$ cat config.mk
export PLATFORM = sky130hd
export DESIGN_NAME = video_out_tap_generator
export DESIGN_NICKNAME = d
export VERILOG_FILES = /design/src/rtl/video_out_tap_generator.sv
export SDC_FILE = /design/constraint.sdc
export NUM_CORES = 1
export LEC_CHECK = 0
export ABC_CLOCK_PERIOD_IN_PS = 3700
export BUFFER_PORTS_ARGS = -buffer_cell sky130_fd_sc_hd__buf_2
export CORE_ASPECT_RATIO = 0.7
export CORE_MARGIN = 1.5
export CORE_UTILIZATION = 50
export CTS_BUF_LIST = sky130_fd_sc_hd__clkbuf_4 sky130_fd_sc_hd__clkbuf_8
export CTS_CLUSTER_SIZE = 28
export DETAILED_ROUTE_END_ITERATION = 8
export GPL_ROUTABILITY_DRIVEN = 0
export PLACE_DENSITY = 0.69
export SLEW_MARGIN = 20
export SYNTH_ARGS = -nofsm -noshare
export SYNTH_HDL_FRONTEND = slang
export SYNTH_SLANG_ARGS = --single-unit
$ cat constraint.sdc
create_clock -name clk -period 3.7 [get_ports clk]
set_input_delay 0.37 -clock clk [delete_from_list [all_inputs] [get_ports clk]]
set_output_delay 0.37 -clock clk [all_outputs]
set_load 0.02 [all_outputs]
$ cat src/rtl/video_out_tap_generator.sv
// Horizontal scaler front end: walks one line-buffer line with a 6-bit phase
// accumulator and emits registered (coeff, tap0, tap1) triples for video_out_bilinear.
module video_out_tap_generator #(
  parameter int SRC_WIDTH = 256,
  parameter int ADDR_BITS = 8
) (
  input  logic                 clk,
  input  logic                 reset,
  input  logic                 start,
  input  logic [6:0]           step,
  input  logic [10:0]          dst_width,
  output logic                 busy,
  output logic                 done,
  output logic                 rd_enable,
  output logic [ADDR_BITS-1:0] rd_address,
  input  logic [5:0]           rd_data,
  output logic [5:0]           coeff,
  output logic [5:0]           tap0,
  output logic [5:0]           tap1,
  output logic                 out_valid
);

  localparam int PTR_BITS = ADDR_BITS + 1;
  localparam logic [PTR_BITS-1:0] PTR_END = PTR_BITS'(SRC_WIDTH);

  typedef enum logic [1:0] {
    IDLE,
    FILL,
    RUN,
    FINISH
  } state_t;

  state_t state, state_next;

  logic [6:0]          step_q;
  logic [10:0]         width_q;
  logic [10:0]         emitted;
  logic [5:0]          frac;
  logic [PTR_BITS-1:0] fetch_ptr;
  logic                in_flight;
  logic [5:0]          queue      [4];
  logic [5:0]          queue_next [4];
  logic [2:0]          count;
  logic [2:0]          count_next;
  logic [2:0]          count_pop;

  logic       accept;
  logic       active;
  logic       fetch_left;
  logic       tail_final;
  logic       have_tap1;
  logic       ready;
  logic       emit;
  logic       last_emit;
  logic       carry;
  logic       pop;
  logic       fetch;
  logic [6:0] phase_sum;
  logic [2:0] occupancy;

  always_comb begin
    accept     = (state == IDLE) && !done && start;
    active     = (state == FILL) || (state == RUN);
    fetch_left = fetch_ptr < PTR_END;
    // Once the last source pixel has landed, a lone head entry doubles as tap1 (edge replicate).
    tail_final = !fetch_left && !in_flight;
    have_tap1  = (count >= 3'd2) || (tail_final && (count != 3'd0));
    ready      = (count != 3'd0) && have_tap1;
    emit       = active && ready && (emitted != width_q);
    last_emit  = emit && (emitted == (width_q - 11'd1));
    phase_sum  = {1'b0, frac} + step_q;
    carry      = phase_sum[6];
    pop        = emit && carry && (count >= 3'd2);
    occupancy  = count + 3'(in_flight) - 3'(pop);
    fetch      = active && fetch_left && (occupancy < 3'd4);
    rd_enable  = fetch;
    rd_address = fetch_ptr[ADDR_BITS-1:0];
  end

  always_comb begin
    queue_next = queue;
    if (pop) begin
      queue_next[0] = queue[1];
      queue_next[1] = queue[2];
      queue_next[2] = queue[3];
    end
    count_pop  = count - 3'(pop);
    count_next = count_pop;
    if (in_flight && active) begin
      queue_next[count_pop[1:0]] = rd_data;
      count_next                 = count_pop + 3'd1;
    end
  end

  always_comb begin
    state_next = state;
    unique case (state)
      IDLE: begin
        if (accept) begin
          state_next = (dst_width == 11'd0) ? FINISH : FILL;
        end
      end
      FILL: begin
        if (last_emit) begin
          state_next = FINISH;
        end else if (ready) begin
          state_next = RUN;
        end
      end
      RUN: begin
        if (last_emit) begin
          state_next = FINISH;
        end
      end
      FINISH: state_next = IDLE;
      default: state_next = IDLE;
    endcase
  end

  always_ff @(posedge clk or posedge reset) begin
    if (reset) begin
      state <= IDLE;
    end else begin
      state <= state_next;
    end
  end

  always_ff @(posedge clk or posedge reset) begin
    if (reset) begin
      busy      <= 1'b0;
      done      <= 1'b0;
      out_valid <= 1'b0;
      coeff     <= '0;
      tap0      <= '0;
      tap1      <= '0;
      step_q    <= '0;
      width_q   <= '0;
      emitted   <= '0;
      frac      <= '0;
      fetch_ptr <= '0;
      in_flight <= 1'b0;
      count     <= '0;
      queue     <= '{default: '0};
    end else begin
      busy      <= (state_next != IDLE);
      done      <= (state == FINISH);
      out_valid <= emit;
      in_flight <= fetch;
      count     <= count_next;
      queue     <= queue_next;
      if (fetch) begin
        fetch_ptr <= fetch_ptr + 1'b1;
      end
      if (emit) begin
        coeff   <= frac;
        tap0    <= queue[0];
        tap1    <= (count >= 3'd2) ? queue[1] : queue[0];
        frac    <= phase_sum[5:0];
        emitted <= emitted + 11'd1;
      end
      if (accept) begin
        step_q    <= (step > 7'd64) ? 7'd64 : step;
        width_q   <= dst_width;
        emitted   <= '0;
        frac      <= '0;
        fetch_ptr <= '0;
        count     <= '0;
      end
    end
  end

endmodule

Yosys cells after proc, flatten, opt, wreduce, memory -nomap -nowiden:

Index checks and enable logic that the tools add are counted.

* flip-flop bits (word level): 95
* input port bits: 27
* output and inout port bits: 30
* word-level logic and storage cells: 84

* $add $sub $neg: 8
* magnitude comparators: 6
* equality and inequality tests: 5
* multiplexer cells: 21
* bitwise gates (word level): 1
* reductions and logical operators: 25

Operators with widths (number)
* 24-bit bitwise mux: 1
* 24-bit 2-to-1 mux: 1
* 6-bit 2-to-1 mux: 4
* 11-bit 2-to-1 mux: 2
* 18-bit 2-to-1 mux: 1
* 9-bit 2-to-1 mux: 2
* 1-bit logical AND: 14
* 6-bit demux with 2-bit select: 1
* 11-bit by 1-bit adder with 11-bit output, second input constant: 1
* 11-bit == test: 1
* 11-bit logical NOT: 1
* 11-bit inequality test: 1
* 11-bit by 1-bit subtractor with 11-bit output, second input constant: 1
* 2-bit 2-to-1 mux: 5
* 9-bit by 1-bit adder with 9-bit output, second input constant: 1
* 9-bit less-than comparator, second input constant: 1
* 2-bit one-hot mux with 4 select lines: 1
* 6-bit by 7-bit adder with 7-bit output: 1
* 7-bit > comparator, second input constant: 1
* 7-bit 2-to-1 mux: 1
* 3-bit 2-to-1 mux: 2
* 2-bit nonzero test: 3
* 3-bit by 1-bit subtractor with 3-bit output: 2
* 2-bit == test, second input constant: 2
* other kinds (12): 15

Depth between registers and ports, before layout:

* depth after elaboration: 18
* mapped depth: 19
* depth with buffers taken out: 17

Worst setup path before layout:

OpenSTA, ideal clock, no wires.

* kind: register to register
* from: reg frac[0]
* to: reg fetch_ptr[7]
* library setup time: 0.132 ns
* data arrival time: 4.311 ns
* required time: 3.568 ns
* slack: -0.743 ns
* stages on the path, launching flop included: 20
* path buffers: 2
* clock period less this slack: 4.443 ns
* path through: dfrtp_1 ha_1 inv_1 fa_1 nand2b_1 a2111oi_0 a311oi_1 or3_1 buf_6 buf_12 inv_1 ha_1 inv_1 ha_1 and3b_1 o21ai_0 nor4b_2 and3_1 xnor2_1 nor2_1

* word-level cells in the longest chain between the ends: 7

Ends and longest elaborated chain
* from (decl): RTL line 38 `logic [5:0] frac;`
* from (signal assigned): RTL line 158 `frac <= phase_sum[5:0];`
* 6-bit by 7-bit adder with 7-bit output: RTL line 71 `phase_sum = {1'b0, frac} + step_q;`
* 1-bit logical AND (2 in series): RTL line 73 `pop = emit && carry && (count >= 3'd2);`
* 3-bit by 1-bit subtractor with 3-bit output: RTL line 74 `occupancy = count + 3'(in_flight) - 3'(pop);`
* 3-bit less-than comparator: RTL line 75 `fetch = active && fetch_left && (occupancy < 3'd4);`
* 1-bit logical AND: RTL line 75
* net rd_enable: RTL line 14 `output logic rd_enable,`
* 2-bit nonzero test (no source line)
* to (signal assigned): RTL line 152 `fetch_ptr <= fetch_ptr + 1'b1;`
* to (decl): RTL line 39 `logic [PTR_BITS-1:0] fetch_ptr;`

The timed path passes the listed nets, and every way through them passes these cells.
A chain may end at the register's enable or synchronous reset.

Worst setup path after layout:

* from: reg step_q[0]
* to: out rd_enable

* word-level cells in the longest chain between the ends: 6

Ends and longest elaborated chain
* from (decl): RTL line 35 `logic [6:0] step_q;`
* from (signal assigned): RTL line 162 `step_q <= (step > 7'd64) ? 7'd64 : step;`
* 6-bit by 7-bit adder with 7-bit output: RTL line 71
* 1-bit logical AND (2 in series): RTL line 73
* 3-bit by 1-bit subtractor with 3-bit output: RTL line 74
* 3-bit less-than comparator: RTL line 75
* 1-bit logical AND: RTL line 75
* to (decl): RTL line 14

No other way between the ends.

==> flow_metrics.py <==
metrics = {
    "outcome": {
        "status": "complete, but fails checks",
        "violations": "setup timing",
    },
    "route": {
        "drc": 0,
        "ant_nets": 0,
        "finalWirelength_mm": 10.8,
        "vias": 3863,
        "drt-initial-drc-count": 325,
        "wl_per_cell_um": 15.2,
        "viasPerCell": 5.42,
        "dr.pass1.iters": 5,
    },
    "critical_path": {
        "start_kind": "register",
        "r2r_cells": 19,
        "rrSetupSlack_ns": -0.01,
        "cp.required_ns": 3.33,
        "crit_fanout": 3,
        "rr_endpoint": "fetch_ptr[1]",
        "worstReg2RegStart": "step_q[0]",
        "end_kind": "primary output",
        "crit_arrival_ns": 3.51,
        "worstSetupPathType": "register to primary output",
    },
    "placed_design": {
        "dp_hpwl_mm": 7.67,
        "io_buffers": 56,
        "dp_slack_ns": 0.0106,
        "dpl.cell_count": 692,
    },
    "global_route": {
        "grt_pass1_wl_mm": 17.8,
        "grt_pass1_vias": 3556,
        "gr-usage-all-layers_pct": 21.7,
        "grt_max_degree": 40,
        "grt_antenna_before_repair": 0,
        "grt-ovfl-total": 0,
    },
    "floorplanning": {
        "core_area_um2": 9760,
        "dieArea_um2": 10700,
        "die_w_um": 123,
        "start_util_pct": 51.9,
        "fp.dieH_um": 87.2,
        "io_pins": 57,
        "rows": 30,
    },
    "timing": {
        "worst_slew_pin_slew_ns": 0.766,
        "slew_violations": 0,
        "finalCritPeriodShare_pct": 105,
        "final.setup.tns_ns": -0.194,
        "fmax_ghz": 0.258,
        "setup_slack_ns": -0.177,
        "hold_violations": 0,
        "skew_ns": 0.0176,
        "max-slew-margin-rel_pct": 48.8,
        "holdWs_ns": 0.0577,
        "rsz0062_at_grt": "yes",
        "min_period_ns": 3.88,
        "setup_viol": 4,
    },
    "logic_synthesis": {
        "yosysMostFrequentCell": "nand2_1",
        "synth_area_um2": 5060,
        "synthTopCellsByArea": "dfrtp_1, nand2_1, mux2i_1",
        "synth_nets": 581,
        "synth_edf_count": 0,
        "yosys.area.top_type": "dfrtp_1",
        "yosysWarningCount": 0,
        "synth_commonest_cells": "nand2_1, dfrtp_1, nor2_1",
        "synth.top_cell.area_share_pct": 46.9,
        "syn_inst": 531,
        "ys_seq_area_share_pct": 46.9,
        "synth_flop_cell": "dfrtp_1",
        "ys_types": 48,
        "synth_area_per_cell_um2": 9.54,
        "synth_seq_cells": 95,
        "ys_async_sr_fraction_pct": 100,
    },
    "clocking": {
        "cts_hold_buf": 0,
        "h-tree-depth": 3,
        "cts_tree": "done",
        "clockBufferDepth": 2,
        "clkSinkCount": 95,
        "cts.reportedPaths.clkPinSlew_ns": 0.11,
        "clk_latency_ns": 0.38,
        "cts_buffers": 9,
        "cts_root_buf": "clkbuf_8",
    },
    "cells_and_area": {
        "fin_cells": 713,
        "area_growth_pct": 13.2,
        "insertedDiodeCount": 0,
        "drive_gt1_share_pct": 20.3,
        "fin_nets": 630,
        "final_util_pct": 58.7,
    },
    "power": {
        "leakagePower_nw": 2.90,
        "ir_drop_v": 0.000384,
        "cellPowerDensity_nw_per_um2": 784,
    },
    "hold_path": {
        "hp-class": "primary input to asynchronous set/reset pin",
    },
    "run": {
        "drv_cap": 0,
    },
}
[worst max-delay path: stages (launching register included)]
cell and delay [ns]:
dfrtp_1 0.37, ha_2 0.19, inv_2 0.04, fa_2 0.35, nand2b_4 0.17, a2111oi_4 0.31
a311oi_2 0.10, or3_4 0.37, inv_4 0.06, ha_4 0.12, inv_2 0.04, ha_4 0.21
and3b_2 0.21, o21ai_2 0.11, nor4b_4 0.27, buf_4 0.20
[cell type report]
cell class | instances | area, um^2
fillers | 861 | 4030
multi-input cells | 380 | 2520
flip-flops and latches | 95 | 2380
repair buffers | 69 | 388
well taps | 128 | 160
clock buffers | 10 | 138
inverters | 25 | 97.6
clock inverters | 6 | 53.8
[per-layer routing]
layer	global-route usage, %	part of all wire [%]	vias up
li1	-	-	1880
met4	6.79	1.0	0
met5	0	0	-
met3	4.97	6.2	10
met2	31.4	43	108
met1	32.2	50	1865
[repair_timing]
action                     4_1_cts  5_1_grt
gates cloned                     0        0
pin swaps                        0        1
setup endpoints to repair        2       10
setup buffers                    3        3
gates resized for setup          3        9
[metrics by stage]
stage | cell area [um^2] | total power (W)
after global placement | 5450 | 0.00363
after detailed placement | 5450 | 0.00372
after floorplan | 5140 | 0.00321
after CTS | 5680 | 0.00444
final | 5730 | 0.00449
after global routing | 5730 | 0.00485
[worst max-delay path by stage]
stage,start,end,slack [ns],depth (start not counted)
after global placement,frac[0],rd_enable,0.08,15
after CTS,step_q[0],rd_enable,-0.15,15
after detailed placement,frac[0],rd_enable,0.01,15
after global routing,step_q[0],rd_enable,-0.32,15
after floorplan,frac[0],fetch_ptr[7],-0.17,19
final,step_q[0],rd_enable,-0.18,15
[cells in the final DEF, fill, tap and decap left out, drive strengths merged, types with 2 or more instances in the layout]
cell type and instances:
a31oi 2, nand2 97, a21oi 31, o31ai 2
buf 69, xor2 14, mux2 6, mux2i 28
and2 3, a211oi 3, nand2b 7, a32oi 2
o211ai 3, or3 5, nand3b 8, clkinv 5
nor4 8, dfrtp 95, and3 8, ha 22
inv 26, nand3 3, o21ai 19, clkbuf 10
nand4 9, nor2 50, xnor2 23, nor3 11
a21o 3, and3b 2
[state kept, by name (all words and copies together), names as in the netlist, named ones only]
register   flops
done           1
count          3
out_valid      1
emitted       11
state          2
busy           1
step_q         7
in_flight      1
frac           6
width_q       11
tap1           6
coeff          6
tap0           6
queue         18
fetch_ptr      9
[cell families (layout without fill, tap and decap cells)]
family          after synthesis  in the layout  synth area share [%]
simple gates                215            215                  19.9
flops                        95             95                  46.9
compound gates               71             71                  8.52
buf+inv                      56            110                  5.53
xor+xnor                     37             37                  6.40
mux                          34             34                  6.87
fa+ha+maj                    23             23                  5.83
[report_power, final]
| group | switching (W) | total [W] | internal [W] | leakage [nW] |
|---|---|---|---|---|
| Clock | 0.000387 | 0.000661 | 0.000274 | 0.100 |
| Combinational | 0.00119 | 0.00206 | 0.000872 | 1.60 |
| Sequential | 0.000341 | 0.00177 | 0.00143 | 1.20 |
| Total | 0.00191 | 0.00449 | 0.00258 | 2.90 |
(Power assumes the default switching activity.)
